### src/rtl/instr_mem_loader_pkg.sv
// rtl/instr_mem_loader_pkg.sv - shared state encoding and constants for the instruction memory loader
package instr_mem_loader_pkg;

    typedef enum logic [1:0] {
        ST_IDLE  = 2'd0,
        ST_RECV  = 2'd1,
        ST_WRITE = 2'd2,
        ST_DONE  = 2'd3
    } state_t;

    localparam logic [31:0] HALT_WORD_DEFAULT = 32'hFFFF_FFFF;
    localparam int          BYTES_PER_WORD    = 4;

endpackage

### src/rtl/instr_mem_loader_byte_word_assembler.sv
// rtl/instr_mem_loader_byte_word_assembler.sv - packs received bytes MSB-first into a memory word
module byte_word_assembler
    import instr_mem_loader_pkg::*;
#(
    parameter int WORD_WIDTH = 32
) (
    input  logic                  clk,
    input  logic                  reset,
    input  logic                  clear,
    input  logic                  shift_en,
    input  logic [7:0]            rx_byte,
    output logic [WORD_WIDTH-1:0] word,
    output logic                  word_ready
);

    logic [1:0] byte_idx;

    // High on the strobe that supplies the last byte of a word.
    assign word_ready = shift_en && (byte_idx == 2'(BYTES_PER_WORD - 1));

    always_ff @(posedge clk) begin
        if (reset || clear) begin
            word     <= '0;
            byte_idx <= '0;
        end else if (shift_en) begin
            word     <= {word[WORD_WIDTH-9:0], rx_byte};
            byte_idx <= byte_idx + 2'd1;
        end
    end

endmodule

### src/rtl/instr_mem_loader.sv
// rtl/instr_mem_loader.sv - loads a UART byte stream into instruction memory as big-endian words
module instr_mem_loader
    import instr_mem_loader_pkg::*;
#(
    parameter int                        ADDR_WIDTH = 12,
    parameter int                        DATA_WIDTH = 8,
    parameter logic [DATA_WIDTH*4-1:0]   HALT_WORD  = HALT_WORD_DEFAULT
) (
    input  logic                      i_clk,
    input  logic                      i_reset,
    input  logic                      i_load_start,
    input  logic                      i_rx_valid,
    input  logic [7:0]                i_rx_byte,
    input  logic [ADDR_WIDTH-1:0]     i_cpu_addr,
    output logic                      o_mem_we,
    output logic [ADDR_WIDTH-1:0]     o_mem_addr,
    output logic [DATA_WIDTH*4-1:0]   o_mem_data,
    output logic                      o_loading,
    output logic                      o_load_done,
    output logic                      o_full,
    output logic [ADDR_WIDTH-2:0]     o_word_count
);

    localparam int                    WORD_WIDTH = DATA_WIDTH * BYTES_PER_WORD;
    localparam logic [ADDR_WIDTH-1:0] LAST_SLOT  = {{(ADDR_WIDTH-2){1'b1}}, 2'b00};

    state_t                  state;
    logic [ADDR_WIDTH-1:0]   wr_ptr;
    logic [WORD_WIDTH-1:0]   word;
    logic                    word_ready;
    logic                    shift_en;
    logic                    start_taken;
    logic                    load_ends;

    // A byte arriving in the write cycle belongs to the next word unless the load is ending.
    assign load_ends   = (word == HALT_WORD) || (wr_ptr == LAST_SLOT);
    assign shift_en    = i_rx_valid &&
                         ((state == ST_RECV) || ((state == ST_WRITE) && !load_ends));
    assign start_taken = i_load_start && ((state == ST_IDLE) || (state == ST_DONE));

    assign o_mem_addr = o_loading ? wr_ptr : i_cpu_addr;
    assign o_mem_data = word;

    byte_word_assembler #(
        .WORD_WIDTH (WORD_WIDTH)
    ) u_assembler (
        .clk        (i_clk),
        .reset      (i_reset),
        .clear      (start_taken),
        .shift_en   (shift_en),
        .rx_byte    (i_rx_byte),
        .word       (word),
        .word_ready (word_ready)
    );

    always_ff @(posedge i_clk) begin
        if (i_reset) begin
            state        <= ST_IDLE;
            wr_ptr       <= '0;
            o_word_count <= '0;
            o_full       <= 1'b0;
            o_load_done  <= 1'b0;
            o_mem_we     <= 1'b0;
            o_loading    <= 1'b0;
        end else begin
            case (state)
                ST_IDLE, ST_DONE: begin
                    if (i_load_start) begin
                        state        <= ST_RECV;
                        wr_ptr       <= '0;
                        o_word_count <= '0;
                        o_full       <= 1'b0;
                        o_load_done  <= 1'b0;
                        o_loading    <= 1'b1;
                    end
                end
                ST_RECV: begin
                    if (word_ready) begin
                        state    <= ST_WRITE;
                        o_mem_we <= 1'b1;
                    end
                end
                ST_WRITE: begin
                    o_mem_we     <= 1'b0;
                    o_word_count <= o_word_count + (ADDR_WIDTH-1)'(1);
                    if (load_ends) begin
                        // Pointer is parked on the last slot so it can never wrap.
                        state       <= ST_DONE;
                        o_loading   <= 1'b0;
                        o_load_done <= 1'b1;
                        o_full      <= (word != HALT_WORD);
                    end else begin
                        state  <= ST_RECV;
                        wr_ptr <= wr_ptr + ADDR_WIDTH'(BYTES_PER_WORD);
                    end
                end
                default: state <= ST_IDLE;
            endcase
        end
    end

endmodule

### config.mk
export PLATFORM = sky130hd
export DESIGN_NAME = instr_mem_loader
export DESIGN_NICKNAME = d
export VERILOG_FILES = /design/src/rtl/instr_mem_loader_pkg.sv /design/src/rtl/instr_mem_loader_byte_word_assembler.sv /design/src/rtl/instr_mem_loader.sv
export SDC_FILE = /design/constraint.sdc
export NUM_CORES = 1
export LEC_CHECK = 0
export ABC_CLOCK_PERIOD_IN_PS = 1700
export CAP_MARGIN = 15
export CELL_PAD_IN_SITES_DETAIL_PLACEMENT = 0
export CELL_PAD_IN_SITES_GLOBAL_PLACEMENT = 1
export CORE_UTILIZATION = 32
export CTS_BUF_LIST = sky130_fd_sc_hd__clkbuf_16
export DETAILED_ROUTE_END_ITERATION = 8
export PLACE_DENSITY = 0.86
export SLEW_MARGIN = 10
export SYNTH_ARGS = -nofsm -noshare
export SYNTH_HDL_FRONTEND = slang
export SYNTH_SLANG_ARGS = --single-unit
### constraint.sdc
create_clock -name i_clk -period 1.7 [get_ports i_clk]
set_input_delay 0.34 -clock i_clk [delete_from_list [all_inputs] [get_ports i_clk]]
set_output_delay 0.34 -clock i_clk [all_outputs]
set_load 0.01 [all_outputs]
==> flow_metrics.env <==
export IMPL_hold_class="flip-flop to flip-flop"
export IMPL_top_layer="met4"
export IMPL_power_frac_seq_pct=33.8
export IMPL_place_gp_congestion=0.834
export IMPL_cts_root_buffer="clkbuf_16"
export IMPL_clockBufferDepth=2
export IMPL_synth_top_cell_area_share_pct=40.1
export IMPL_combPwrFrac_pct=24.0
export IMPL_yosys_warnings=0
export IMPL_worst_path_buf_inv=2
export IMPL_viasPerCell=5.46
export IMPL_fin_cells=634
export IMPL_ys_seq_area_share_pct=40.1
export IMPL_detail_route_wl_per_cell_um=16.1
export IMPL_pin_count=83
export IMPL_cts_clk_slew_worst_paths_ns=0.06
export IMPL_die_h_um=99.6
export IMPL_clockPowerShare_pct=42.1
export IMPL_crit_family="simple AND/OR/NAND/NOR gates"
export IMPL_synthCells=355
export IMPL_port_buffer_count=82
export IMPL_final_period_utilization_pct=113
export IMPL_hold_viol_final=0
export IMPL_vias=3459
export IMPL_fp_coreArea_mm2=0.00924
export IMPL_detailed_place_hpwl_mm=6.75
export IMPL_arrival_ns=2.18
export IMPL_max_freq_ghz=0.520
export IMPL_syn_nets=386
export IMPL_grt_pass1_vias=3263
export IMPL_ant_nets=0
export IMPL_worst_setup_path_end_kind="flip-flop"
export IMPL_synth_top_cell_by_area="dfxtp_1"
export IMPL_syn_area_mm2=0.00305
export IMPL_initial_core_util_pct=33.0
export IMPL_finalCriticalPeriod_ns=1.92
export IMPL_hold_buffers=0
export IMPL_cp_start_kind="flip-flop"
export IMPL_clock_sinks=61
export IMPL_antenna_found_initial=0
export IMPL_first_pass_iters=5
export IMPL_swShare_pct=30.2
export IMPL_power_density_mw_per_mm2=878
export IMPL_cellInternalPower_w=0.00309
export IMPL_rows=35
export IMPL_synth_ff_type="dfxtp_1"
export IMPL_slowest_delay_ns=0.60
export IMPL_cp_cell_sequence="nand4_1, or4_4, o2111ai_4, buf_12, clkbuf_16, nand3_1, a21oi_1"
export IMPL_synth_edf_count=0
export IMPL_synth_area_leaders="dfxtp_1 (40%), a21oi_1 (8.9%), o211ai_1 (8.4%)"
export IMPL_area_delta_synth_final_pct=65.5
export IMPL_path_class="flip-flop to flip-flop"
export IMPL_grt_max_degree=35
export IMPL_vdd_ir_drop_max_v=0.000470
export IMPL_cts_tree="built"
export IMPL_tightest_slew_ns=0.439
export IMPL_violations="negative setup slack"
export IMPL_clk_latency_ns=0.33
export IMPL_place_ws_ns=-0.183
export IMPL_drt_total_wl_mm=10.2
export IMPL_grt_first_pass_wirelength_mm=15.7
export IMPL_nNetsFinal=531
export IMPL_setup_viol=43
export IMPL_layout_drive_gt1_share_pct=34.9
export IMPL_critPathRequiredTime_ns=1.95
export IMPL_route_detailed_drc=0
export IMPL_cp_max_fo=11
export IMPL_dieArea_mm2=0.00992
export IMPL_max_slew_margin_pct=70.6
export IMPL_die_w_um=99.6
export IMPL_status="complete, but fails checks"
export IMPL_drv_cap=0
export IMPL_maxSlewViolCount=0
export IMPL_ys_seq_elements=61
export IMPL_overflow=0
export IMPL_drt_iter0_markers=148
export IMPL_dp_cells=607
export IMPL_synth_cell_types=44
export IMPL_async_reset_ff_share_pct=0
export IMPL_fin_ws_ns=-0.223
export IMPL_clock_skew_ns=0.00870
export IMPL_grt_usage_pct=20.0
export IMPL_diodes=0
export IMPL_leakagePower_nw=1.89
export IMPL_dr_wl_met2_mm=4.79
export IMPL_critPathSlowestCell="or4_4"
export IMPL_syn_area_per_cell_um2=8.59
export IMPL_rsz0062_at_grt="yes"
export IMPL_route_met3_wl_um=647
export IMPL_fin_util_pct=54.6
export IMPL_wl_met1_mm=4.41
export IMPL_htreeDepth=3
export IMPL_cts_made_buffers=9
export IMPL_finalSetupTns_ns=-7.22
export IMPL_p_switching_w=0.00134
==> layout by cell type (no fill, tap or decap), types with 11 or more instances in the layout <==
cell type and instances:
clkbuf_16 11, o211ai_1 34, clkdlybuf4s50_1 65, nand4_1 16, buf_4 68, nor2_1 12, nand2_1 17, dfxtp_2 31
nand3_1 34, a21oi_1 44, dfxtp_1 30
==> worst reg2reg max path, delay by kind of cell, from the launching register on <==
family / cells / cell delay, ns
AOI/OAI and AO/OA: 2 / 0.39
and+or+nand+nor: 3 / 0.81
buffers and inverters: 2 / 0.32
DFF: 1 / 0.33
==> sequential cells by signal, indices dropped and copies added, names as in the netlist <==
signal and count:
u_assembler.word 32, o_mem_we 1, wr_ptr 10, state 2, o_loading 1, u_assembler.byte_idx 2, o_full 1, o_load_done 1
o_word_count 11
==> per-layer routing <==
| metal | global-route usage (%) | up-vias |
|---|---|---|
| met5 | 0 | - |
| met4 | 9.16 | 0 |
| met3 | 5.06 | 26 |
| met2 | 33.1 | 132 |
| met1 | 24.3 | 1665 |
| li1 | - | 1636 |
==> path summary, 6_finish.rpt <==
path                                                            from                                    to  slack [ns]  cells past startpoint
worst max-delay path               u_assembler.word[16]$_SDFFE_PP0P_     u_assembler.word[11]$_SDFFE_PP0P_       -0.22                      7
worst min-delay path            u_assembler.byte_idx[1]$_SDFFE_PP0P_  u_assembler.byte_idx[1]$_SDFFE_PP0P_        0.47                      2
worst max register to register     u_assembler.word[16]$_SDFFE_PP0P_     u_assembler.word[11]$_SDFFE_PP0P_       -0.22                      7
worst min register to register  u_assembler.byte_idx[1]$_SDFFE_PP0P_  u_assembler.byte_idx[1]$_SDFFE_PP0P_        0.47                      2
==> logic make-up (layout without fill, tap and decap cells) <==
kind of cell	Yosys count	count (layout)	share of synthesized area [%]
simple gates	117	117	20.4
flops	61	61	40.1
mux	17	17	6.03
buf+inv	33	183	5.25
compound gates	115	115	24.0
fa+ha+maj	7	7	2.87
xor+xnor	5	5	1.44
==> area by class of cell <==
type	count	area, um^2
fillers	851	4200
multi-input cells	261	1790
repair buffers	162	1510
flip-flops and latches	61	1260
clock buffers	9	225
well taps	129	161
clock inverters	7	78.8
inverters	5	18.8
==> metrics by stage <==
step | instance area, um^2 | total power [W] | hold slack (ns)
2_1_floorplan | 3100 | 0.00207 | 0.444
6_report | 5040 | 0.00443 | 0.472
5_1_grt | 5040 | 0.00462 | 0.500
3_5_place_dp | 4530 | 0.00255 | 0.468
4_1_cts | 4830 | 0.00440 | 0.475
3_3_place_gp | 4530 | 0.00253 | 0.458
==> power by group through the flow <==
stage / sequential (W) / combinational [W] / clock, W
2_1_floorplan: 0.00154 / 0.000528 / 0
3_3_place_gp: 0.00152 / 0.00101 / 0
3_5_place_dp: 0.00153 / 0.00103 / 0
4_1_cts: 0.00150 / 0.00100 / 0.00190
5_1_grt: 0.00150 / 0.00114 / 0.00198
6_report: 0.00150 / 0.00106 / 0.00187
==> what timing repair did <==
action                                  4_1_cts  5_1_grt
cloned                                        0        2
pin swaps                                     3       15
endpoints found under the setup margin       59       61
buffers inserted                              3        6
gates resized for setup                      51       34
==> Yosys cell counts, types with 2 or more instances <==
cell type	number
dfxtp_1	61
a21oi_1	54
nand3_1	40
o211ai_1	34
nand2_1	18
clkbuf_1	17
nand4_1	16
nor2_1	12
mux2_2	11
nand2b_1	8
o21ai_0	8
ha_1	7
mux2i_1	6
or3_1	6
inv_1	5
xor2_1	5
nor3_1	4
a211oi_1	3
a31oi_1	3
buf_1	3
buf_6	3
nor2b_1	3
and4_1	2
buf_2	2
clkbuf_4	2
nor4_1	2
o32ai_1	2
or4_4	2
(Power assumes the default switching activity.)
